File: config.mk
export PLATFORM = sky130hd
export DESIGN_NAME = mux_scan_n
export DESIGN_NICKNAME = d
export VERILOG_FILES = /design/src/rtl/mux_scan_pkg.sv /design/src/rtl/mux_scan_n_tick.sv /design/src/rtl/mux_scan_n.sv
export SDC_FILE = /design/constraint.sdc
export NUM_CORES = 1
export LEC_CHECK = 0
export CORE_UTILIZATION = 40
export CTS_CLUSTER_SIZE = 30
export DETAILED_ROUTE_END_ITERATION = 10
export HOLD_SLACK_MARGIN = 0.15
export PLACE_DENSITY_LB_ADDON = 0.3
export SETUP_SLACK_MARGIN = 0.3
export SYNTH_ARGS = -nofsm -noshare
export SYNTH_HDL_FRONTEND = slang
export SYNTH_HIERARCHICAL = 1
export SYNTH_SLANG_ARGS = --single-unit
File: constraint.sdc
create_clock -name clk -period 6.3 [get_ports clk]
set_clock_uncertainty 0.15 [all_clocks]
set_input_delay 1.26 -clock clk [delete_from_list [all_inputs] [get_ports clk]]
set_output_delay 1.26 -clock clk [all_outputs]
set_load 0.05 [all_outputs]
File: src/rtl/mux_scan_pkg.sv
// Shared definitions for the scanning N-channel multiplexer.
package mux_scan_pkg;

    localparam logic MODE_MANUAL = 1'b0;
    localparam logic MODE_SCAN   = 1'b1;

    // Upper bound on channel count supported by the one-hot helper.
    localparam int unsigned MAX_CHANNELS = 64;

    function automatic logic [MAX_CHANNELS-1:0] onehot(input int unsigned idx);
        onehot = MAX_CHANNELS'(1) << idx;
    endfunction

endpackage

File: src/rtl/mux_scan_n_tick.sv
// Dwell counter: tick marks the last cycle of a channel's dwell period.
module scan_tick_gen #(
    parameter int unsigned DWELL = 1000
) (
    input  logic clk,
    input  logic reset,
    input  logic enable,
    input  logic clear,
    output logic tick
);

    localparam int unsigned CNT_W = (DWELL > 1) ? $clog2(DWELL) : 1;

    logic [CNT_W-1:0] dwell;

    assign tick = (dwell == CNT_W'(DWELL - 1));

    always_ff @(posedge clk) begin
        if (reset || clear) begin
            dwell <= '0;
        end else if (enable) begin
            dwell <= tick ? '0 : dwell + CNT_W'(1);
        end
    end

endmodule

File: src/rtl/mux_scan_n.sv
// N-channel registered multiplexer with manual select and timed auto-scan.
module mux_scan_n
    import mux_scan_pkg::*;
#(
    parameter  int unsigned WIDTH    = 4,
    parameter  int unsigned CHANNELS = 4,
    parameter  int unsigned DWELL    = 1000,
    localparam int unsigned SEL_W    = $clog2(CHANNELS)
) (
    input  logic                      clk,
    input  logic                      reset,
    input  logic                      mode,
    input  logic [SEL_W-1:0]          sel,
    input  logic                      hold,
    input  logic [CHANNELS*WIDTH-1:0] data_in,
    output logic [WIDTH-1:0]          data_out,
    output logic [SEL_W-1:0]          ch_idx,
    output logic [CHANNELS-1:0]       ch_onehot,
    output logic                      wrap,
    output logic                      sel_err
);

    logic             tick;
    logic             scan_en;
    logic             dwell_clr;
    logic [SEL_W-1:0] idx_next;
    logic             wrap_next;
    logic             sel_err_next;

    // Counter runs only while scanning; manual mode keeps it parked at zero
    // so a later switch to scan gives the current channel a full dwell.
    assign scan_en   = (mode == MODE_SCAN) && !hold;
    assign dwell_clr = (mode == MODE_MANUAL) && !hold;

    scan_tick_gen #(
        .DWELL (DWELL)
    ) u_tick (
        .clk    (clk),
        .reset  (reset),
        .enable (scan_en),
        .clear  (dwell_clr),
        .tick   (tick)
    );

    always_comb begin
        idx_next     = ch_idx;
        wrap_next    = 1'b0;
        sel_err_next = 1'b0;
        if (!hold) begin
            if (mode == MODE_MANUAL) begin
                if (32'(sel) < CHANNELS) begin
                    idx_next = sel;
                end else begin
                    sel_err_next = 1'b1;
                end
            end else if (tick) begin
                if (ch_idx == SEL_W'(CHANNELS - 1)) begin
                    idx_next  = '0;
                    wrap_next = 1'b1;
                end else begin
                    idx_next = ch_idx + SEL_W'(1);
                end
            end
        end
    end

    // ch_idx doubles as the channel index state.
    always_ff @(posedge clk) begin
        if (reset) begin
            ch_idx    <= '0;
            ch_onehot <= '0;
            data_out  <= '0;
            wrap      <= 1'b0;
            sel_err   <= 1'b0;
        end else begin
            ch_idx    <= idx_next;
            ch_onehot <= CHANNELS'(onehot(32'(idx_next)));
            data_out  <= data_in[32'(idx_next)*WIDTH +: WIDTH];
            wrap      <= wrap_next;
            sel_err   <= sel_err_next;
        end
    end

endmodule

# == Yosys cells after proc, flatten, opt, wreduce, memory -nomap -nowiden ==
# Cells that the tools add are included.
# totals
reg_bits,21
latch_bits,0
ram_bits,0
mem_bits_ro,0
input_bits,22
out_inout_bits,12
word_cells,24
memories,0
# classes
n_addsub,2
multipliers,0
n_div,0
order_cmp,0
n_eq_ne,2
shift,2
n_mux,6
n_bitwise,2
n_reduce_logical,5
# op_table
cell,n
variable part select 16 x 5 -> 4 bit,1
"adder 10 x 1 -> 10 bit, second input constant",1
"equality test 10 bit, second input constant",1
2-to-1 mux 10 bit,1
2-to-1 mux 2 bit,4
OR reduction 4 bit,1
"<< shifter 1 x 2 -> 4 bit, first input constant",1
"adder 2 x 1 -> 2 bit, second input constant",1
"equality test 2 bit, second input constant",1
logical AND 1 bit,2
inverter 1 bit,2
zero test 1 bit,1
logical OR 1 bit,1
2-to-1 mux 1 bit,1

# == Logic depth before layout (Yosys ltp) ==
# Gate-level depths: netlist of run 1.
# logic_depth
word_depth,6
depth_mapped,8
mapped_depth_nobuf,8

# == By module ==
# Netlist of run 1, hierarchy kept.
# modules_own_cells
module,instances,cells_per_inst,area_per_inst_um2,seq_area_each_um2
mux_scan_n,1,50,520.5,220.2
scan_tick_gen,1,52,498.0,200.2

# == Least setup slack after synthesis of run 1 ==
# Ideal clock, no wire load.
# synth_timing
path_type,input to register
startpoint,input port mode
endpoint,register u_tick.dwell[0]
setup_ns,0.138
arrival_ns,2.260
t_required_ns,6.012
slack_ns,3.752
cell_stages,5
path_buffers,1
cell_sequence,nor2b_1 buf_2 inv_1 o41ai_4 nor2_1
# synth_between
elab_chain_cells,3
word_cells_on_any_way,4
classes_between,bitwise (1); reduce/logical (3)
# synth_lines
item,line_no,text
from (decl),mux_scan_n.sv:12,"input logic mode,"
inverter 1 bit (no source line),-,
logical AND 1 bit,mux_scan_n.sv:33,assign dwell_clr = (mode == MODE_MANUAL) && !hold;
logical OR 1 bit,mux_scan_n_tick.sv:19,if (reset || clear) begin
to (signal assigned),mux_scan_n_tick.sv:22,dwell <= tick ? '0 : dwell + CNT_W'(1);
to (decl),mux_scan_n_tick.sv:14,logic [CNT_W-1:0] dwell;
# Several ways; a longest one is shown, not always the timed one.
# A chain may end at the register's enable or synchronous reset.

# == Worst setup path in the final report of run 1 ==
# layout_timing
startpoint,input port mode
endpoint,register u_tick.dwell[3]
# layout_between
word_cells_on_any_way,4
classes_between,bitwise (1); reduce/logical (3)
# layout_lines
item,line_no,text
logical AND 1 bit,mux_scan_n.sv:32,assign scan_en = (mode == MODE_SCAN) && !hold;
net scan_en,mux_scan_n.sv:24,logic scan_en;
# The timed path passes the listed nets, and every way through them passes these cells.

==> insert_results.sql, run 1 <==
INSERT INTO impl_metrics (metric_group, metric, value, unit) VALUES
('outcome', 'run_status', 'finished clean', ''),
('yosys', 'synth.distinct_cells', '37', ''),
('layout', 'final_area', '1390', 'µm²'),
('grt', 'grt_pass1_vias', '823', ''),
('drt', 'drt_drc_violations_left', '0', ''),
('timing', 'worst-slew-pin-transition', '669', 'ps'),
('worst_hold_path', 'launch_instance_of_the_worst_min_delay_path', 'u_tick/dwell[8]$_SDFFE_PP0P_', ''),
('timing', 'slew-limit-headroom', '55.3', '%'),
('grt', 'largest_net_degree_at_the_start_of_global_routing', '13', ''),
('worst_hold_path', 'timing.hold.worst.class', 'flip-flop to flip-flop', ''),
('yosys', 'ys_seq_elements', '21', ''),
('clock_network', 'post_cts_hold_buffer_count', '0', ''),
('timing', 'rsz0062_at_grt', 'false', ''),
('flow_run', 'maxCapViolations', '0', ''),
('yosys', 'synth-main-ff-cell', 'dfxtp_1', ''),
('critical_path', 'cp_delay_by_family_top', 'buffers and inverters', ''),
('critical_path', 'worstReg2RegEnd', 'data_out[2]$_SDFF_PP0_', ''),
('yosys', 'asyncSetResetFlopFracSynth', '0', '%'),
('clock_network', 'cts.repair.resized', '0', ''),
('drt', 'detailroute.via_count', '916', ''),
('critical_path', 'slowest_stage', 'o41ai_4', ''),
('timing', 'period_needed', '3350', 'ps'),
('critical_path', 'regToRegSetupSlack', '3810', 'ps'),
('floorplanning', 'initial_cell_density_of_the_core', '44.3', '%'),
('critical_path', 'crit_arrival', '3390', 'ps'),
('clock_network', 'clk_pin_slew', '120', 'ps'),
('clock_network', 'htree_levels', '1', ''),
('floorplanning', 'die_wd', '52.5', 'µm'),
('drt', 'drtAntennaViolNets', '0', ''),
('layout', 'drive_above_1_share', '12.5', '%'),
('yosys', 'synthCells', '102', ''),
('grt', 'globalRouteOverflowTotal', '0', ''),
('critical_path', 'worst-path-buf-inv', '2', ''),
('worst_hold_path', 'hold-path-endpoint', 'u_tick/dwell[8]$_SDFFE_PP0P_', ''),
('critical_path', 'worst-setup-path-type', 'input pin to flip-flop', ''),
('clock_network', 'tritoncts', 'done', ''),
('yosys', 'yosys_warnings', '6', ''),
('placed_design', 'gp_congestion', '0.734', ''),
('placed_design', 'numPortBuffers', '32', ''),
('clock_network', 'clockBufferDepth', '2', ''),
('floorplanning', 'fp.dieArea', '2750', 'µm²'),
('yosys', 'seq_area_frac_synth', '41.3', '%'),
('grt', 'wire_length_of_the_first_global_routing_pass', '3510', 'µm'),
('timing', 'fin_setup_tns', '0', 'ps'),
('layout', 'antenna_cells_inserted', '0', ''),
('timing', 'report.final.setup_viol', '0', ''),
('clock_network', 'cts_buffers', '3', ''),
('placed_design', 'dpl_cell_area', '1360', 'µm²'),
('critical_path', 'timing.critical_path.slowest_cell_delay', '670', 'ps'),
('layout', 'final_net_count', '161', ''),
('grt', 'grt.total_usage', '17.6', '%'),
('critical_path', 'critical_path.max_fanout', '10', ''),
('drt', 'routed_wirelength', '2140', 'µm'),
('clock_network', 'cts_root_buffer', 'clkbuf_4', ''),
('layout', 'area.growth.synth_to_final', '36.4', '%'),
('drt', 'routedWlPerCell', '13.0', 'µm'),
('drt', 'detailedRoute.firstPassIterationCount', '4', ''),
('critical_path', 'timing.critical_path.cells', 'clkdlybuf4s50_1 -> nor2b_1 -> inv_1 -> o41ai_4 -> nor2_1', ''),
('yosys', 'synth_edf_count', '0', ''),
('critical_path', 'timing.critical_path.to_type', 'flip-flop', ''),
('grt', 'antenna_found_initial', '0', ''),
('power_and_ir_drop', 'vdd_drop_max', '0.127', 'mV'),
('power_and_ir_drop', 'power_per_cell_area', '197', 'nW/µm²'),
('clock_network', 'cts_post_setup_buffers_inserted', '0', ''),
('floorplanning', 'floorplan.core_area', '2300', 'µm²'),
('clock_network', 'clock_sink_count', '21', ''),
('critical_path', 'critical_path.startpoint_type', 'input pin', ''),
('timing', 'layout_worst_path_cycle_share', '53.2', '%'),
('yosys', 'synth_area_per_cell', '9.99', 'µm²'),
('floorplanning', 'core.rowCount', '17', ''),
('yosys', 'syn_area', '1020', 'µm²');
## synthesized netlist by cell type, types with 2 or more instances
cell type	instances	area, µm²
or3_1	3	18.8
o21ai_0	3	15.0
and3_1	2	12.5
nand2_1	3	11.3
dfxtp_1	21	420
a21oi_2	2	17.5
nor2_1	9	33.8
o31ai_1	2	15.0
nand2b_1	2	12.5
a211oi_1	4	30.0
xor2_1	3	26.3
mux2i_1	7	70.1
a21oi_1	6	30.0
nor2b_1	2	12.5
o22ai_2	2	25.0
nor3_1	3	15.0
nand3_1	3	15.0
ha_1	2	25.0
nand4_1	3	18.8
inv_1	3	11.3
## flip-flops by register name, indices dropped and copies added, names as in the netlist
register,cells
u_tick/dwell,10
ch_onehot,4
data_out,4
ch_idx,2
wrap,1
## placed cells by master (no fill, tap or decap)
| master | count |
|---|---|
| clkdlybuf4s50_1 | 32 |
| dfxtp_1 | 21 |
| nor2_1 | 9 |
| mux2i_1 | 7 |
| a21oi_1 | 6 |
| a211oi_1 | 4 |
| inv_1 | 3 |
| nor3_1 | 3 |
| nand2_1 | 3 |
| clkbuf_4 | 3 |
| nand3_1 | 3 |
| nand4_1 | 3 |
| o21ai_0 | 3 |
| or3_1 | 3 |
| xor2_1 | 3 |
| nor2b_1 | 2 |
| nand2b_1 | 2 |
| o22ai_2 | 2 |
| a21oi_2 | 2 |
| and3_1 | 2 |
| ha_1 | 2 |
| o31ai_1 | 2 |
| o22ai_1 | 1 |
| a221o_1 | 1 |
| a22oi_2 | 1 |
| nor4b_2 | 1 |
| o21ai_2 | 1 |
| nand2_4 | 1 |
| or2_4 | 1 |
| conb_1 | 1 |
| clkinv_2 | 1 |
| nand2_2 | 1 |
| nand4bb_1 | 1 |
| nand4_4 | 1 |
| o41ai_4 | 1 |
| xnor2_1 | 1 |
| or4_1 | 1 |
| or4_4 | 1 |
## metrics by stage
stage	utilization (%)	worst slack, ps	cells	power, W	hold slack (ps)
CTS	60.5	2950	164	0.000276	351
finish	60.5	2950	164	0.000274	341
global route	60.5	2790	164	0.000287	360
floorplan	-	3750	102	0.000184	302
global placement	59.3	2710	160	0.000210	309
detailed placement	59.3	2620	160	0.000211	333
## per-layer routing
layer / part of all wire, % / up-vias / GRT usage [%]
met5: 0 / - / 0
met4: 1.8 / 0 / 7.89
met3: 6.4 / 4 / 4.93
met2: 50 / 30 / 31.0
met1: 42 / 432 / 19.3
li1: - / 450 / -
## cells by family after synthesis
kind of cell | share of synthesized area [%]
flops | 41.3
simple gates | 23.8
mux | 6.88
other cells | 0.368
fa+ha+maj | 2.46
compound gates | 19.4
buf+inv | 2.33
xor+xnor | 3.44
## worst max-delay path by stage
| stage | startpoint | end | slack (ps) | cells after the start |
|---|---|---|---|---|
| final | mode | u_tick/dwell[3]$_SDFFE_PP0P_ | 2950 | 5 |
| after global routing | mode | u_tick/dwell[1]$_SDFFE_PP0P_ | 2790 | 5 |
| after CTS | mode | u_tick/dwell[3]$_SDFFE_PP0P_ | 2950 | 5 |
| after detailed placement | mode | u_tick/dwell[3]$_SDFFE_PP0P_ | 2620 | 5 |
| after global placement | mode | u_tick/dwell[2]$_SDFFE_PP0P_ | 2710 | 5 |
| after floorplan | mode | u_tick/dwell[0]$_SDFFE_PP0P_ | 3750 | 5 |
## worst min-delay path, cell delays in order, from the launching register on
cell,delay [ps]
dfxtp_1,340
o31ai_1,60
a21oi_1,50
## cell type report
type / count / area (µm²)
Inverter: 3 / 11.3
Clock buffer: 3 / 22.5
Multi-Input combinational cell: 76 / 574
Timing Repair Buffer: 32 / 320
Tap cell: 28 / 35.0
Clock inverter: 1 / 5.00
Sequential cell: 21 / 420
Fill cell: 211 / 908
## power by group
group / total (W) / internal (W) / switching (W)
clock network: 0.0000664 / 0.0000237 / 0.0000427
logic: 0.0000666 / 0.0000299 / 0.0000367
registers: 0.000141 / 0.000138 / 0.00000281
(Power assumes the default switching activity.)
==> run 2: changes to the inputs <==
clock period = 3.2 ns   (was 6.3 ns; I/O delays follow)
==> insert_results.sql, run 2 (synthesis results as in run 1) <==
INSERT INTO impl_metrics (metric_group, metric, value, unit) VALUES
('clock_network', 'cts_root_buffer', 'clkbuf_4', ''),
('critical_path', 'crit_arrival', '2500', 'ps'),
('floorplanning', 'die_height', '52.5', 'µm'),
('critical_path', 'worst-path-buf-inv', '0', ''),
('drt', 'detail_route.vias_per_cell', '5.21', ''),
('layout', 'most_common_cell_after_layout_fill_and_taps_aside', 'clkdlybuf4s50_1', ''),
('critical_path', 'timing.critical_path.slowest_cell_delay', '450', 'ps'),
('layout', 'final_area', '1400', 'µm²'),
('drt', 'routed_wirelength', '2040', 'µm'),
('floorplanning', 'design.portCount', '34', ''),
('layout', 'fillCellCount', '183', ''),
('timing', 'report.final.hold_viol_count', '0', ''),
('clock_network', 'cts_post_setup_buffers_inserted', '0', ''),
('drt', 'drt_drc_violations_left', '0', ''),
('drt', 'drtAntennaViolNets', '0', ''),
('layout', 'top_regs', 'u_tick/dwell (10), ch_onehot (4), data_out (4)', ''),
('critical_path', 'timing.critical_path.to_type', 'flip-flop', ''),
('drt', 'routedWlPerCell', '12.4', 'µm'),
('timing', 'max_freq', '0.406', 'GHz'),
('flow_run', 'maxCapViolations', '0', ''),
('placed_design', 'dpl_cell_area', '1370', 'µm²'),
('clock_network', 'cts.repair.resized', '0', ''),
('critical_path', 'crit_path_start', 'u_tick/dwell[0]$_SDFFE_PP0P_', ''),
('timing', 'slew-limit-headroom', '58.4', '%'),
('worst_hold_path', 'timing.hold.worst.class', 'flip-flop to flip-flop', ''),
('placed_design', 'numPortBuffers', '32', ''),
('critical_path', 'cp_delay_by_family_top', 'simple AND/OR/NAND/NOR gates', ''),
('drt', 'detailroute.via_count', '860', ''),
('grt', 'wire_length_of_the_first_global_routing_pass', '3330', 'µm'),
('worst_hold_path', 'launch_instance_of_the_worst_min_delay_path', 'u_tick/dwell[8]$_SDFFE_PP0P_', ''),
('clock_network', 'clock_sink_count', '21', ''),
('critical_path', 'rr_startpoint', 'u_tick/dwell[0]$_SDFFE_PP0P_', ''),
('clock_network', 'cts_buffers', '3', ''),
('power_and_ir_drop', 'total_leakage_power', '0.499', 'nW'),
('grt', 'grt.total_usage', '16.5', '%'),
('layout', 'antenna_cells_inserted', '0', ''),
('clock_network', 'tritoncts', 'done', ''),
('grt', 'grt_pass1_vias', '795', ''),
('floorplanning', 'fp.dieArea', '2750', 'µm²'),
('layout', 'layout_common_cells', 'clkdlybuf4s50_1 (32), dfxtp_1 (21), nor2_1 (9)', ''),
('clock_network', 'post_cts_hold_buffer_count', '0', ''),
('floorplanning', 'floorplan.core_area', '2300', 'µm²'),
('grt', 'groute.layer.met1.usage', '17.1', '%'),
('layout', 'regMostFlops', 'u_tick/dwell', ''),
('grt', 'global_routing_met3_resource_utilization', '6.09', '%'),
('grt', 'met2_usage', '30.2', '%'),
('timing', 'slew_viols_final', '0', ''),
('grt', 'largest_net_degree_at_the_start_of_global_routing', '13', ''),
('outcome', 'run_status', 'finished clean', ''),
('grt', 'antenna_found_initial', '0', ''),
('critical_path', 'worst_ep_required_time', '3230', 'ps'),
('timing', 'rsz0062_at_grt', 'false', ''),
('critical_path', 'cp_common_cell', 'a211oi_1', ''),
('grt', 'globalRoute.busiestLayer', 'met2', ''),
('power_and_ir_drop', 'post-layout-total-power', '0.000535', 'W'),
('clock_network', 'clk_pin_slew', '120', 'ps'),
('drt', 'detailedRoute.firstPassIterationCount', '4', ''),
('placed_design', 'gp_congestion', '0.748', ''),
('drt', 'detail_route.iter0.violations', '11', ''),
('critical_path', 'critical_path.startpoint_type', 'flip-flop', ''),
('power_and_ir_drop', 'power_per_cell_area', '383', 'nW/µm²'),
('critical_path', 'timing.critical_path.cells', 'ha_1 -> nand2_2 -> nor3_1 -> nor4b_2 -> o21ai_2 -> and3_1 -> a211oi_1 -> a211oi_1', ''),
('timing', 'layout_worst_path_cycle_share', '77.0', '%'),
('floorplanning', 'die_wd', '52.5', 'µm'),
('timing', 'report.final.setup_viol', '0', ''),
('placed_design', 'dp.final_hpwl', '1590', 'µm'),
('critical_path', 'critical_path.max_fanout', '6', ''),
('floorplanning', 'initial_cell_density_of_the_core', '44.3', '%'),
('layout', 'final_net_count', '162', ''),
('layout', 'drive_above_1_share', '13.1', '%'),
('floorplanning', 'core.rowCount', '17', ''),
('clock_network', 'htree_levels', '1', ''),
('layout', 'largest_reg_flops', '10', ''),
('critical_path', 'worst-setup-path-type', 'flip-flop to flip-flop', ''),
('timing', 'period_needed', '2460', 'ps'),
('clock_network', 'clkLatencyLatePin', '300', 'ps'),
('power_and_ir_drop', 'vdd_drop_max', '0.221', 'mV'),
('grt', 'globalRouteOverflowTotal', '0', ''),
('layout', 'area.growth.synth_to_final', '37.1', '%'),
('timing', 'worst-slew-pin-transition', '622', 'ps'),
('timing', 'fin_setup_tns', '0', 'ps'),
('critical_path', 'slowest_stage', 'dfxtp_1', ''),
('clock_network', 'clockBufferDepth', '2', '');
run 2: changes by cell type in the layout (fill, tap and decap cells not counted), sizes merged:
cell,before,now
buf,0,1
run 2: worst register-to-register path, delay by kind of cell, from the launching register on:
family          cells  cell delay (ps)
simple gates        4             1020
compound gates      3              460
flops               1              450
fa+ha+maj           1              280
run 2: path summary, 6_finish.rpt:
| path | end | slack (ps) | depth (start not counted) |
|---|---|---|---|
| max reg2reg | data_out[0]$_SDFF_PP0_ | 740 | 8 |
| min | u_tick/dwell[8]$_SDFFE_PP0P_ | 360 | 2 |
| max | data_out[0]$_SDFF_PP0_ | 740 | 8 |
| min reg2reg | u_tick/dwell[8]$_SDFFE_PP0P_ | 360 | 2 |
run 2: power by group:
group / internal (W) / total, W / switching [W]
Clock: 0.0000465 / 0.000126 / 0.0000793
Combinational: 0.0000594 / 0.000131 / 0.0000717
Sequential: 0.000272 / 0.000278 / 0.00000572
run 2: metrics by stage:
step	setup slack, ps	util, %	hold WS, ps	std cells
2_1_floorplan	1030	-	302	102
3_3_place_gp	536	59.6	315	161
3_5_place_dp	468	59.6	337	161
4_1_cts	724	60.8	355	165
5_1_grt	559	60.8	372	165
6_report	736	60.8	357	165
run 2: routing by layer:
metal | vias up | part of all wire [%]
met3 | 2 | 7.1
met4 | 0 | 0.64
met1 | 390 | 43
li1 | 446 | -
met2 | 22 | 49
met5 | - | 0
run 2: cell type report:
| class | count | area, µm² | area share (%) |
|---|---|---|---|
| Inverter | 3 | 11.3 | 0.806 |
| Clock inverter | 1 | 5.00 | 0.358 |
| Multi-Input combinational cell | 76 | 574 | 41.1 |
| Sequential cell | 21 | 420 | 30.1 |
| Clock buffer | 3 | 22.5 | 1.61 |
| Tap cell | 28 | 35.0 | 2.51 |
| Timing Repair Buffer | 33 | 328 | 23.5 |
